$ cat config.mk
export PLATFORM = sky130hd
export DESIGN_NAME = sha256_msg_padder
export DESIGN_NICKNAME = d
export VERILOG_FILES = /design/src/rtl/sha256_msg_padder.sv
export SDC_FILE = /design/constraint.sdc
export NUM_CORES = 1
export LEC_CHECK = 0
export ABC_AREA = 1
export CORE_ASPECT_RATIO = 1.5
export CORE_MARGIN = 5
export CORE_UTILIZATION = 51
export DETAILED_ROUTE_END_ITERATION = 8
export GPL_TIMING_DRIVEN = 0
export PLACE_DENSITY = 0.73
export SETUP_SLACK_MARGIN = 0.3
export SLEW_MARGIN = 20
export SYNTH_ARGS = -nofsm -noshare
export SYNTH_HDL_FRONTEND = slang
export SYNTH_SLANG_ARGS = --single-unit
$ cat constraint.sdc
create_clock -name clk -period 1.9 [get_ports clk]
set_input_delay 0.38 -clock clk [delete_from_list [all_inputs] [get_ports clk]]
set_output_delay 0.38 -clock clk [all_outputs]
set_load 0.005 [all_outputs]
$ cat src/rtl/sha256_msg_padder.sv
// SHA-256 message padder: turns a 32-bit big-endian word stream into padded
// 512-bit blocks written one word per cycle into the scheduler's W memory.
module sha256_msg_padder #(
    parameter int LEN_W = 64
) (
    input  logic        clk,
    input  logic        reset_n,
    input  logic        in_valid,
    output logic        in_ready,
    input  logic [31:0] in_data,
    input  logic        in_last,
    input  logic [2:0]  in_nbytes,
    output logic [31:0] message_word_out,
    output logic [3:0]  message_word_addr,
    output logic        write_enable_out,
    output logic        block_valid,
    output logic        block_last,
    input  logic        block_ack
);

    typedef enum logic [2:0] {
        S_LOAD,
        S_PAD80,
        S_ZERO,
        S_FILL,
        S_LEN_HI,
        S_LEN_LO,
        S_WAIT_ACK
    } state_e;

    state_e            state_q, state_d;
    state_e            resume_q, resume_d;
    state_e            pad_state;
    logic [3:0]        idx_q, idx_d;
    logic [LEN_W-1:0]  len_q, len_d;
    logic [31:0]       word_q, word_d;
    logic [3:0]        addr_q, addr_d;
    logic              we_q, we_d;
    logic              bv_q, bv_d;
    logic              bl_q, bl_d;
    logic              final_q, final_d;
    logic              ready_q;

    logic              wr;
    logic [31:0]       wr_data;
    logic [2:0]        eff_nb;
    logic [31:0]       masked;

    // ready_q keeps in_ready low while reset is held and rises on the first edge after.
    assign in_ready          = ready_q && (state_q == S_LOAD);
    assign message_word_out  = word_q;
    assign message_word_addr = addr_q;
    assign write_enable_out  = we_q;
    assign block_valid       = bv_q;
    assign block_last        = bl_q;

    // NOTE: every signal assigned in an always_comb gets a default first, so no
    // path through the case statements can leave it unassigned and infer a latch.
    always_comb begin
        eff_nb = 3'd4;
        if (in_last && (in_nbytes < 3'd4)) begin
            eff_nb = in_nbytes;
        end
        masked = in_data;
        unique case (eff_nb)
            3'd0:    masked = 32'h8000_0000;
            3'd1:    masked = {in_data[31:24], 24'h80_0000};
            3'd2:    masked = {in_data[31:16], 16'h8000};
            3'd3:    masked = {in_data[31:8], 8'h80};
            default: masked = in_data;
        endcase
    end

    // Where to go after the word carrying the 0x80 marker lands at idx_q.
    always_comb begin
        pad_state = S_ZERO;
        if (idx_q == 4'd15) begin
            pad_state = S_WAIT_ACK;
        end else if (idx_q == 4'd14) begin
            pad_state = S_FILL;
        end else if (idx_q == 4'd13) begin
            pad_state = S_LEN_HI;
        end
    end

    always_comb begin
        state_d  = state_q;
        resume_d = resume_q;
        idx_d    = idx_q;
        len_d    = len_q;
        word_d   = word_q;
        addr_d   = addr_q;
        we_d     = 1'b0;
        bv_d     = bv_q;
        bl_d     = bl_q;
        final_d  = final_q;
        wr       = 1'b0;
        wr_data  = 32'h0;

        unique case (state_q)
            S_LOAD: begin
                if (in_valid && in_ready) begin
                    wr      = 1'b1;
                    len_d   = len_q + LEN_W'({eff_nb, 3'b000});
                    final_d = 1'b0;
                    if (!in_last) begin
                        wr_data = in_data;
                        if (idx_q == 4'd15) begin
                            state_d  = S_WAIT_ACK;
                            resume_d = S_LOAD;
                        end
                    end else if (eff_nb == 3'd4) begin
                        wr_data  = in_data;
                        state_d  = (idx_q == 4'd15) ? S_WAIT_ACK : S_PAD80;
                        resume_d = S_PAD80;
                    end else begin
                        wr_data  = masked;
                        state_d  = pad_state;
                        resume_d = S_ZERO;
                    end
                end
            end
            S_PAD80: begin
                wr       = 1'b1;
                wr_data  = 32'h8000_0000;
                state_d  = pad_state;
                resume_d = S_ZERO;
                final_d  = 1'b0;
            end
            S_ZERO: begin
                wr = 1'b1;
                if (idx_q == 4'd13) begin
                    state_d = S_LEN_HI;
                end
            end
            S_FILL: begin
                wr = 1'b1;
                if (idx_q == 4'd15) begin
                    state_d  = S_WAIT_ACK;
                    resume_d = S_ZERO;
                    final_d  = 1'b0;
                end
            end
            S_LEN_HI: begin
                wr      = 1'b1;
                wr_data = len_q[63:32];
                state_d = S_LEN_LO;
            end
            S_LEN_LO: begin
                wr       = 1'b1;
                wr_data  = len_q[31:0];
                state_d  = S_WAIT_ACK;
                resume_d = S_LOAD;
                final_d  = 1'b1;
            end
            S_WAIT_ACK: begin
                // An ack only counts once block_valid is actually visible.
                if (bv_q && block_ack) begin
                    bv_d    = 1'b0;
                    bl_d    = 1'b0;
                    state_d = resume_q;
                    if (final_q) begin
                        len_d = '0;
                        idx_d = 4'd0;
                    end
                end else begin
                    bv_d = 1'b1;
                    bl_d = final_q;
                end
            end
            default: state_d = S_LOAD;
        endcase

        if (wr) begin
            word_d = wr_data;
            addr_d = idx_q;
            we_d   = 1'b1;
            idx_d  = idx_q + 4'd1;
        end
    end

    // NOTE: state registers use non-blocking assignments so every flop samples
    // the pre-edge values, independent of statement order.
    always_ff @(posedge clk or negedge reset_n) begin
        if (!reset_n) begin
            state_q  <= S_LOAD;
            resume_q <= S_LOAD;
            idx_q    <= 4'd0;
            len_q    <= '0;
            word_q   <= 32'h0;
            addr_q   <= 4'd0;
            we_q     <= 1'b0;
            bv_q     <= 1'b0;
            bl_q     <= 1'b0;
            final_q  <= 1'b0;
            ready_q  <= 1'b0;
        end else begin
            state_q  <= state_d;
            resume_q <= resume_d;
            idx_q    <= idx_d;
            len_q    <= len_d;
            word_q   <= word_d;
            addr_q   <= addr_d;
            we_q     <= we_d;
            bv_q     <= bv_d;
            bl_q     <= bl_d;
            final_q  <= final_d;
            ready_q  <= 1'b1;
        end
    end

endmodule
==> flow_summary_export.csv <==
group,metric,value,unit
status,status,"finished, violations left",
status,violations,"negative setup slack",
global_route,grt_max_degree,71,
synthesis,synth-simple-area-share,38.4,%
route,drcViolationCount,0,
synthesis,dominantRegCellSynth,"dfrtp_1",
synthesis,synthXorXnorAreaFrac,0.127,%
critical_path,path_class,"in2reg",
synthesis,synth_area_leaders,"dfrtp_1 (40%), nand2_1 (17%), nor2_1 (8.7%)",
route,wl,31.6,mm
clock_network,root_buffer,"clkbuf_16",
placed_design,dp_cells,1263,
timing,rsz0062_at_grt,"true",
critical_path,cp_data_required_time,2210,ps
timing,skew,22.0,ps
timing,post-route-period-util,113,%
timing,finalSetupViolCount,48,
clock_network,htreeDepth,3,
synthesis,synth_top_area_cell,"dfrtp_1",
global_route,use_met1,41.4,%
route,vias,8514,
synthesis,yosys-top-cells-count,"nand2_1 (319), nor2_1 (160), inv_1 (120), dfrtp_1 (111), nand3_1 (73)",
synthesis,synth_cells,1021,
cells_and_area,fin_cells,1393,
timing,period_needed,2150,ps
synthesis,syn-cell-area,6890,µm²
cells_and_area,area_growth,57.9,%
cells_and_area,fin_util,81.2,%
placed_design,dp_hpwl,20.1,mm
critical_path,cp-start-kind,"input pin",
global_route,grtUsageMet2,58.5,%
timing,slew_violations,0,
clock_network,clock_sinks,111,
synthesis,synth_warnings,0,
synthesis,yosys.area.top_type_share,40.3,%
flow_run,drv_cap,0,
hold_path,hp-class,"in2reg",
cells_and_area,final_nets,1273,
cells_and_area,drive_above_1_share,31.8,%
route,ant_nets,0,
global_route,grt_pass1_vias,8219,
cells_and_area,multi_input_area,4670,µm²
synthesis,synthMuxAreaShare,0,%
route,drtIter0Drc,868,
clock_network,path_clk_slew,90,ps
pwr,cellLeakagePower,5.23,nW
synthesis,ys_ff_latch,111,
critical_path,worstPathArrival,2450,ps
floorplan,ioPinCount,80,
cells_and_area,antenna_cells,0,
synthesis,synth_top_family_by_area,"simple AND/OR/NAND/NOR gates",
global_route,antenna_found_initial,0,
floorplan,std_cell_rows,52,
synthesis,synth_fp_nets,1068,
floorplan,chipHeight,152,µm
timing,max-slew-margin-rel,55.3,%
placed_design,dpl_worst_slack,-1350,ps
synthesis,synth_edf_count,0,
timing,worst_pin_slew,668,ps
clock_network,cts_inserted_buffers,9,
placed_design,gp_congestion,1.00,
synthesis,synth.distinct_cells,40,
cells_and_area,fin_area,10900,µm²
synthesis,yosysMostFrequentCell,"nand2_1",
global_route,met3_usage,6.53,%
synthesis,synthAdderAreaFrac,1.38,%
floorplan,initial_core_util,51.4,%
timing,fin_ws,-249,ps
global_route,track_usage,36.1,%
route,dr.pass1.iters,6,
critical_path,crit_fanout,4,
floorplan,die_area,16000,µm²
clock_network,clk_path_buf_depth,2,
floorplan,die_w,105,µm
synthesis,async_flop_share,100,%
critical_path,end_kind,"flip-flop",
pwr,ir_drop,1.31,mV
clock_network,clk_latency,380,ps
synthesis,synth.avg_cell_area,6.75,µm²
timing,clock.fmax,465,MHz
clock_network,tritoncts,"done",
route,drt-vias-per-instance,6.11,
route,routedWlPerCell,22.7,µm
global_route,gr-total-overflow,0,
synthesis,synth_compound_area_share,10.7,%
synthesis,seq_area_frac_synth,40.3,%
timing,setup_tns,-4740,ps
cells_and_area,seq_area,2790,µm²
cells_and_area,nFillCells,855,
timing,hold_viol_final,0,
placed_design,postPlaceCellArea,8050,µm²
global_route,grt_pass1_wl,45.2,mm
pwr,p_per_area,1360,nW/µm²
floorplan,core,13400,µm²
placed_design,port-buffer-count,79,
global_route,top_usage_layer,"met2",
final cells by class:
cell class                 count  share of cell area, %
buffer                        26                   3.61
multi-input combinational    758                   42.9
timing repair buffer         194                   18.4
sequential                   111                   25.6
clock buffer                   9                   2.07
tap                          162                   1.86
inverter                     126                   4.77
clock inverter                 7                  0.713
cell usage in the layout, fill, tap and decap left out, drive strengths merged, types with 2 or more instances in the layout:
master         synthesis  routed
nand4                 35      35
nor3b                  2       2
clkinv                 0       5
nor2                 172     172
a21oi                 27      27
ha                     6       6
nor4                   2       2
dlymetal6s2s           0      10
o21ai                 45      45
nand3                 74      74
a32oi                  3       3
buf                   16     135
dlygate4sd2            0      30
dfrtp                111     111
o22ai                 14      14
o211ai                 3       3
o2111ai               13      13
clkbuf                10      18
nor3                  18      18
clkdlybuf4s50          0      34
inv                  126     127
a31oi                 14      14
nand2                320     320
where the power goes:
group	switching, mW	internal (mW)
clock network	1.04	0.939
logic	4.90	4.23
registers	0.703	3.04
critical path: stages:
cell             delay (ps)
clkdlybuf4s15_1         270
inv_2                    80
nor2_4                  120
ha_4                    170
inv_4                    40
fa_2                    370
o21ai_4                 220
nand2_2                 120
nor2_4                  240
nand3_2                 150
o21ai_1                 150
nand2_1                  60
nor2_1                   80
state kept, by name (all words and copies together), names as in the netlist, 2 cells and up:
name               cells
message_word_out      32
idx_q                  4
resume_q               2
len_q                 61
message_word_addr      4
state_q                3
metal layers:
metal  vias up  wire [µm]
li1       3746          -
met1      3992      10500
met2       567      14900
met3       209       2900
met4         0       3320
met5         -          0
what timing repair did:
action,in CTS,in global routing
buffers inserted,70,34
hold endpoints to repair,41,0
gates resized for setup,276,198
cloned,5,4
pin swaps,54,56
hold buffers,1,0
endpoints found under the setup margin,141,120
stage by stage:
stage / hold slack [ps] / power (mW)
detailed placement: 319 / 8.11
global placement: 462 / 8.06
CTS: 379 / 12.5
finish: 361 / 14.9
floorplan: 84.4 / 6.12
global route: 382 / 15.4
cell families after synthesis:
family,Yosys count
and+or+nand+nor,626
buffers and inverters,152
AOI/OAI and AO/OA,123
DFF,111
adders and majority gates,7
xor gates and xnor gates,1
other,1
worst paths after layout:
path / startpoint / to / slack (ps) / cells after the start
setup / recovery: in_nbytes[0] / len_q[47] / -250 / 13
hold / removal: in_nbytes[2] / resume_q[0] / 360 / 5
setup reg to reg: len_q[3] / len_q[47] / -180 / 10
hold reg to reg: message_word_out[20] / message_word_out[20] / 490 / 2
max in group asynchronous: reset_n / idx_q[3] / 670 / 3
min in group asynchronous: reset_n / block_valid / 480 / 2
(Power assumes the default switching activity.)
